$ cat config.mk
export PLATFORM = sky130hd
export DESIGN_NAME = mul_hilo_ctrl
export DESIGN_NICKNAME = d
export VERILOG_FILES = /design/src/rtl/mul_hilo_ctrl_pkg.sv /design/src/rtl/mul_sign_adjust.sv /design/src/rtl/mul_hilo_ctrl.sv
export SDC_FILE = /design/constraint.sdc
export NUM_CORES = 1
export LEC_CHECK = 0
export BUFFER_PORTS_ARGS = -buffer_cell sky130_fd_sc_hd__buf_2
export CAP_MARGIN = 15
export CORE_ASPECT_RATIO = 0.8
export CORE_MARGIN = 3
export CORE_UTILIZATION = 40
export CTS_BUF_LIST = sky130_fd_sc_hd__clkbuf_2
export CTS_CLUSTER_SIZE = 28
export DETAILED_ROUTE_END_ITERATION = 16
export GPL_TIMING_DRIVEN = 0
export PLACE_DENSITY = 0.72
export REMOVE_ABC_BUFFERS = 1
export SLEW_MARGIN = 15
export SYNTH_ARGS = -nofsm -noshare
export SYNTH_HDL_FRONTEND = slang
export SYNTH_SLANG_ARGS = --single-unit
$ cat constraint.sdc
create_clock -name clk -period 7.5 [get_ports clk]
set_clock_uncertainty 0.2 [all_clocks]
set_input_delay 0.75 -clock clk [delete_from_list [all_inputs] [get_ports clk]]
set_output_delay 0.75 -clock clk [all_outputs]
set_load 0.05 [all_outputs]
$ cat src/rtl/mul_hilo_ctrl_pkg.sv
// Shared definitions for the multi-cycle HI/LO multiply control stage:
// data widths, state encoding and the default settle latency.
package mul_hilo_ctrl_pkg;

    localparam int unsigned XLEN            = 32;
    localparam int unsigned PLEN            = 64;
    localparam int unsigned LATENCY_DEFAULT = 2;
    localparam int unsigned CNT_W           = 4;

    typedef enum logic {
        S_IDLE = 1'b0,
        S_CALC = 1'b1
    } state_e;

    // Operand magnitudes plus the deferred result sign, captured on start.
    typedef struct packed {
        logic [XLEN-1:0] mag_a;
        logic [XLEN-1:0] mag_b;
        logic            neg;
    } mul_req_t;

endpackage

$ cat src/rtl/mul_sign_adjust.sv
// Sign handling around the unsigned multiplier: conditional absolute value
// of the operands on the way in, conditional 64-bit negate on the way out.
module mul_sign_adjust
    import mul_hilo_ctrl_pkg::*;
(
    input  logic            is_signed_i,
    input  logic [XLEN-1:0] src_a_i,
    input  logic [XLEN-1:0] src_b_i,
    input  logic            neg_i,
    input  logic [PLEN-1:0] product_i,
    output mul_req_t        req_c,
    output logic [PLEN-1:0] result_c
);

    logic a_neg;
    logic b_neg;

    assign a_neg = is_signed_i & src_a_i[XLEN-1];
    assign b_neg = is_signed_i & src_b_i[XLEN-1];

    // 0x80000000 negates to itself, which reads correctly as unsigned 2^31.
    always_comb begin
        req_c       = '0;
        req_c.mag_a = a_neg ? (~src_a_i + XLEN'(1)) : src_a_i;
        req_c.mag_b = b_neg ? (~src_b_i + XLEN'(1)) : src_b_i;
        req_c.neg   = a_neg ^ b_neg;
    end

    assign result_c = neg_i ? (~product_i + PLEN'(1)) : product_i;

endmodule

$ cat src/rtl/mul_hilo_ctrl.sv
// Multi-cycle control around an external combinational 32x32 multiplier:
// captures operand magnitudes, waits LATENCY cycles, commits to HI/LO.
module mul_hilo_ctrl
    import mul_hilo_ctrl_pkg::*;
#(
    parameter int unsigned LATENCY = LATENCY_DEFAULT
) (
    input  logic            clk,
    input  logic            resetn,
    input  logic            start,
    input  logic            is_signed,
    input  logic [XLEN-1:0] src_a,
    input  logic [XLEN-1:0] src_b,
    input  logic            wr_hi,
    input  logic            wr_lo,
    input  logic [XLEN-1:0] wr_data,
    output logic [XLEN-1:0] mul_a,
    output logic [XLEN-1:0] mul_b,
    input  logic [PLEN-1:0] mul_product,
    output logic            busy,
    output logic            done,
    output logic [XLEN-1:0] hi,
    output logic [XLEN-1:0] lo
);

    localparam logic [CNT_W-1:0] CNT_LOAD = CNT_W'(LATENCY - 1);

    state_e          state_q;
    logic [CNT_W-1:0] cnt_q;
    logic            neg_q;
    logic [XLEN-1:0] mul_a_q;
    logic [XLEN-1:0] mul_b_q;
    logic [XLEN-1:0] hi_q;
    logic [XLEN-1:0] lo_q;
    logic            done_q;

    mul_req_t        req;
    logic [PLEN-1:0] result;

    mul_sign_adjust u_sign_adjust (
        .is_signed_i (is_signed),
        .src_a_i     (src_a),
        .src_b_i     (src_b),
        .neg_i       (neg_q),
        .product_i   (mul_product),
        .req_c       (req),
        .result_c    (result)
    );

    // Reset abandons any in-flight multiply without touching HI/LO afterwards.
    always_ff @(posedge clk) begin
        if (!resetn) begin
            state_q <= S_IDLE;
            cnt_q   <= '0;
            neg_q   <= 1'b0;
            mul_a_q <= '0;
            mul_b_q <= '0;
            hi_q    <= '0;
            lo_q    <= '0;
            done_q  <= 1'b0;
        end else begin
            done_q <= 1'b0;
            case (state_q)
                S_IDLE: begin
                    if (wr_hi) begin
                        hi_q <= wr_data;
                    end
                    if (wr_lo) begin
                        lo_q <= wr_data;
                    end
                    if (start) begin
                        mul_a_q <= req.mag_a;
                        mul_b_q <= req.mag_b;
                        neg_q   <= req.neg;
                        cnt_q   <= CNT_LOAD;
                        state_q <= S_CALC;
                    end
                end
                S_CALC: begin
                    // Direct writes and new starts are ignored here; the commit wins.
                    if (cnt_q != '0) begin
                        cnt_q <= cnt_q - CNT_W'(1);
                    end else begin
                        hi_q    <= result[PLEN-1:XLEN];
                        lo_q    <= result[XLEN-1:0];
                        done_q  <= 1'b1;
                        state_q <= S_IDLE;
                    end
                end
            endcase
        end
    end

    assign mul_a = mul_a_q;
    assign mul_b = mul_b_q;
    assign busy  = (state_q == S_CALC);
    assign done  = done_q;
    assign hi    = hi_q;
    assign lo    = lo_q;

endmodule
==> impl_results.md <==
- Die height: roughly 130 um
- DRC violations left: 0
- I/O Buffers: 295
- Final wirelength: about 30000 um
- DR iter-0 viols: around 950
- Cell Pwr Density: around 200 nW/um^2
- Share of cells above drive strength 1: 0.2771
- Pre-CTS setup slack: 3051 ps
- Pin count of the biggest net entering global routing: 73
- Mapped Area: between 8000 and 9000 sq um
- FFs w/ async S/R, synth: 0
- Most used cell, CP: nand2_1
- CTS tree: built
- Pre-antenna DRT Iters: 6
- Status: completed
- Die span in x: ~170 um
- Cell variety after synth: 60
- Starting Density: 0.4090
- Top_reg_cell synth: dfxtp_1
- Reg2reg start: busy
- Worst Setup End Kind: flop
- Tmin final: roughly 4000 ps
- Peak supply drop: 0.0001344 V
- Fin. Hold Viols: 0
- Peak Freq: between 200 and 300 MHz
- Worst setup path category: reg -> reg
- Final setup margin: roughly 3500 ps
- Fill cells: 1989
- Worst min path class: in -> reg
- IO Pins: ~300
- Later-pin clock latency in the skew report: ~700 ps
- CTS root buf: clkbuf_2
- Clock Sinks: 135
- Core area: approximately 20000 sq um
- Slew HR: 0.2467
- Rows: between 40 and 50
- Sequential-to-total area share from yosys stat: 0.3318
- Worst path max stage delay: between 1000 and 1500 ps
- Core Util, Final: 0.5107
- Slowest stage cell, crit path: nand2_1
- CTS buffer count: 17
- Required time of the critical path: ~8000 ps
- Leakage: between 4 and 5 nW
- Placed cell areas: a little under 10000 sq um
- Mapped Cells: ~1100
- Number of max-cap violations: 0
- Worst setup startpoint: busy
- Area grow syn2layout: 24.85%
- Post-CTS Setup Inserts: 0
- Cell area after layout: ~10000 sq um
- HP Start: src_b[1]
- #FFs+latches synth: roughly 140
- Initial antenna violation count: 3
- Total global routing overflow: 0
- First-pass GRT wire length: 44640 um
- Slew @ Worst Pin: around 1100 ps
- CTS clk-pin slew, worst paths: between 200 and 300 ps
- Final HPWL DP: between 20000 and 25000 um
- Average wire per standard cell: approximately 19 um
- Layout Nets: 1479
- Period utilization: 0.5271
- Post-route ant nets: 0
- CTS H-tree depth: 4
- Post-Synthesis Mean Instance Area: between 7 and 8 sq um
- Total GRT Usage: 0.2549
- Max Slew Vio Count: 0
- RSZ-0062 raised after global routing: no
- Crit-path max FO: 48
- Gpl congestion: between 0.8 and 0.9
- Arr. time, crit path: roughly 4400 ps
- Warnings, synthesis: 0
- Critical Path, Cell by Cell: buf_12, nand4bb_1, nand2_1, nand2_1, a2111oi_0, a32o_1
- Worst-case clock buffer depth: 2
- Die Area: approximately 22000 sq um
- Via density: 5.783
- Post-synth EDFFs: 0
- DR vias: ~9000
- Number of global-route vias before repair: 8241
- Final setup violation count: 0
- Critical Path Start Type: flop
[cell type report]
class | count | area [sq um] | area share
flip-flops and latches | 135 | 2708 | 0.2662
clock inverters | 15 | 128.9 | 0.01267
well taps | 264 | 330.3 | 0.03248
diodes | 2 | 5.005 | 0.0004921
clock buffers | 17 | 85.08 | 0.008366
inverters | 18 | 70.07 | 0.006890
repair buffers | 311 | 1717 | 0.1688
multi-input cells | 825 | 5126 | 0.5041
[logic make-up after synthesis]
| logic type | count (synthesis) | synth area share |
|---|---|---|
| AOI/OAI and AO/OA | 339 | 0.2779 |
| xor gates and xnor gates | 94 | 0.1011 |
| adders and majority gates | 5 | 0.007680 |
| buffers and inverters | 95 | 0.04562 |
| DFF | 135 | 0.3318 |
| muxes | 5 | 0.006145 |
| and+or+nand+nor | 382 | 0.2298 |
[path summary, 6_finish.rpt]
check,cells after the start,end,slack (ps)
worst min-delay path,3,mul_b[1],90
worst min register to register,2,mul_b[27],270
worst max register to register,6,lo[31],3550
worst max-delay path,6,lo[31],3550
[worst max-delay path: cells and delay by family, from the launching register on]
| family | cells | cell delay (ps) |
|---|---|---|
| AO/OA/AOI/OAI | 2 | 590 |
| buffers and inverters | 1 | 280 |
| flip-flops | 1 | 670 |
| AND/OR/NAND/NOR | 3 | 2190 |
[what timing repair did]
| action | in CTS | in global routing |
|---|---|---|
| resized for setup | 0 | 0 |
| hold endpoints to repair | 2 | 5 |
| hold buffers | 2 | 5 |
[metrics by stage]
stage / setup TNS [ps] / hold WS, ps / power (mW) / std cells
after floorplan: 0 / 237.1 / 1.316 / 978
after global placement: -25880 / 235.1 / 1.544 / 1537
after detailed placement: 0 / 236.3 / 1.557 / 1546
after CTS: 0 / 6.715 / 1.992 / 1580
after global routing: 0 / 4.799 / 2.085 / 1587
final: 0 / 92.32 / 1.985 / 1587
[flip-flops by register name, summed over array words and instances (netlist names)]
| register | count |
|---|---|
| hi | 32 |
| lo | 32 |
| mul_a | 32 |
| mul_b | 32 |
| cnt_q | 4 |
| busy | 1 |
| done | 1 |
| neg_q | 1 |
[cells in the mapped netlist (5+ instances only)]
| library cell | instances | area (sq um) |
|---|---|---|
| a211oi_1 | 49 | 367.9 |
| a21oi_1 | 74 | 370.4 |
| a311oi_1 | 10 | 87.58 |
| a31oi_1 | 18 | 112.6 |
| a41oi_1 | 10 | 87.58 |
| buf_1 | 6 | 22.52 |
| clkbuf_1 | 69 | 259.0 |
| dfxtp_1 | 135 | 2703 |
| ha_1 | 5 | 62.56 |
| inv_1 | 17 | 63.81 |
| mux2i_1 | 5 | 50.05 |
| nand2_1 | 85 | 319.1 |
| nand2b_1 | 10 | 62.56 |
| nand3_1 | 28 | 140.1 |
| nor2_1 | 118 | 442.9 |
| nor2b_1 | 5 | 31.28 |
| nor3_1 | 36 | 180.2 |
| nor3b_1 | 9 | 67.56 |
| nor4_1 | 20 | 125.1 |
| o211ai_1 | 32 | 240.2 |
| o21ai_0 | 73 | 365.4 |
| o31ai_1 | 19 | 142.6 |
| o41ai_1 | 14 | 122.6 |
| or2_2 | 8 | 50.05 |
| or3_1 | 23 | 143.9 |
| or4_1 | 19 | 142.6 |
| xnor2_1 | 44 | 385.4 |
| xor2_1 | 50 | 437.9 |
[layout by cell type (no fill, tap or decap), drive strengths merged, types with 5 or more instances in the layout]
| master | instances |
|---|---|
| or2 | 9 |
| a211oi | 49 |
| o41ai | 15 |
| a31oi | 18 |
| o311ai | 5 |
| nand2 | 85 |
| clkbuf | 17 |
| nor3 | 36 |
| nand3 | 28 |
| or3 | 23 |
| buf | 304 |
| nand2b | 10 |
| o211ai | 32 |
| nor3b | 9 |
| nor2 | 118 |
| o21ai | 73 |
| inv | 29 |
| xnor2 | 44 |
| xor2 | 50 |
| a41oi | 10 |
| nor2b | 5 |
| ha | 5 |
| or4 | 22 |
| a311oi | 10 |
| nor4 | 20 |
| dlygate4sd3 | 7 |
| dfxtp | 135 |
| a21oi | 74 |
| o31ai | 19 |
| mux2i | 5 |
[per-layer routing]
layer	wire, um	up-vias	track usage
met4	685	2	0.07159
met2	13210	471	0.3992
met1	12430	4221	0.3380
li1	-	4429	-
met3	3256	55	0.08113
met5	13	-	0
[report_power, final]
group          switching, mW  internal, mW  leakage, nW
sequential            0.0452         0.791         1.12
clock                  0.333         0.102        0.138
combinational          0.511         0.203         2.83
(Power assumes the default switching activity.)
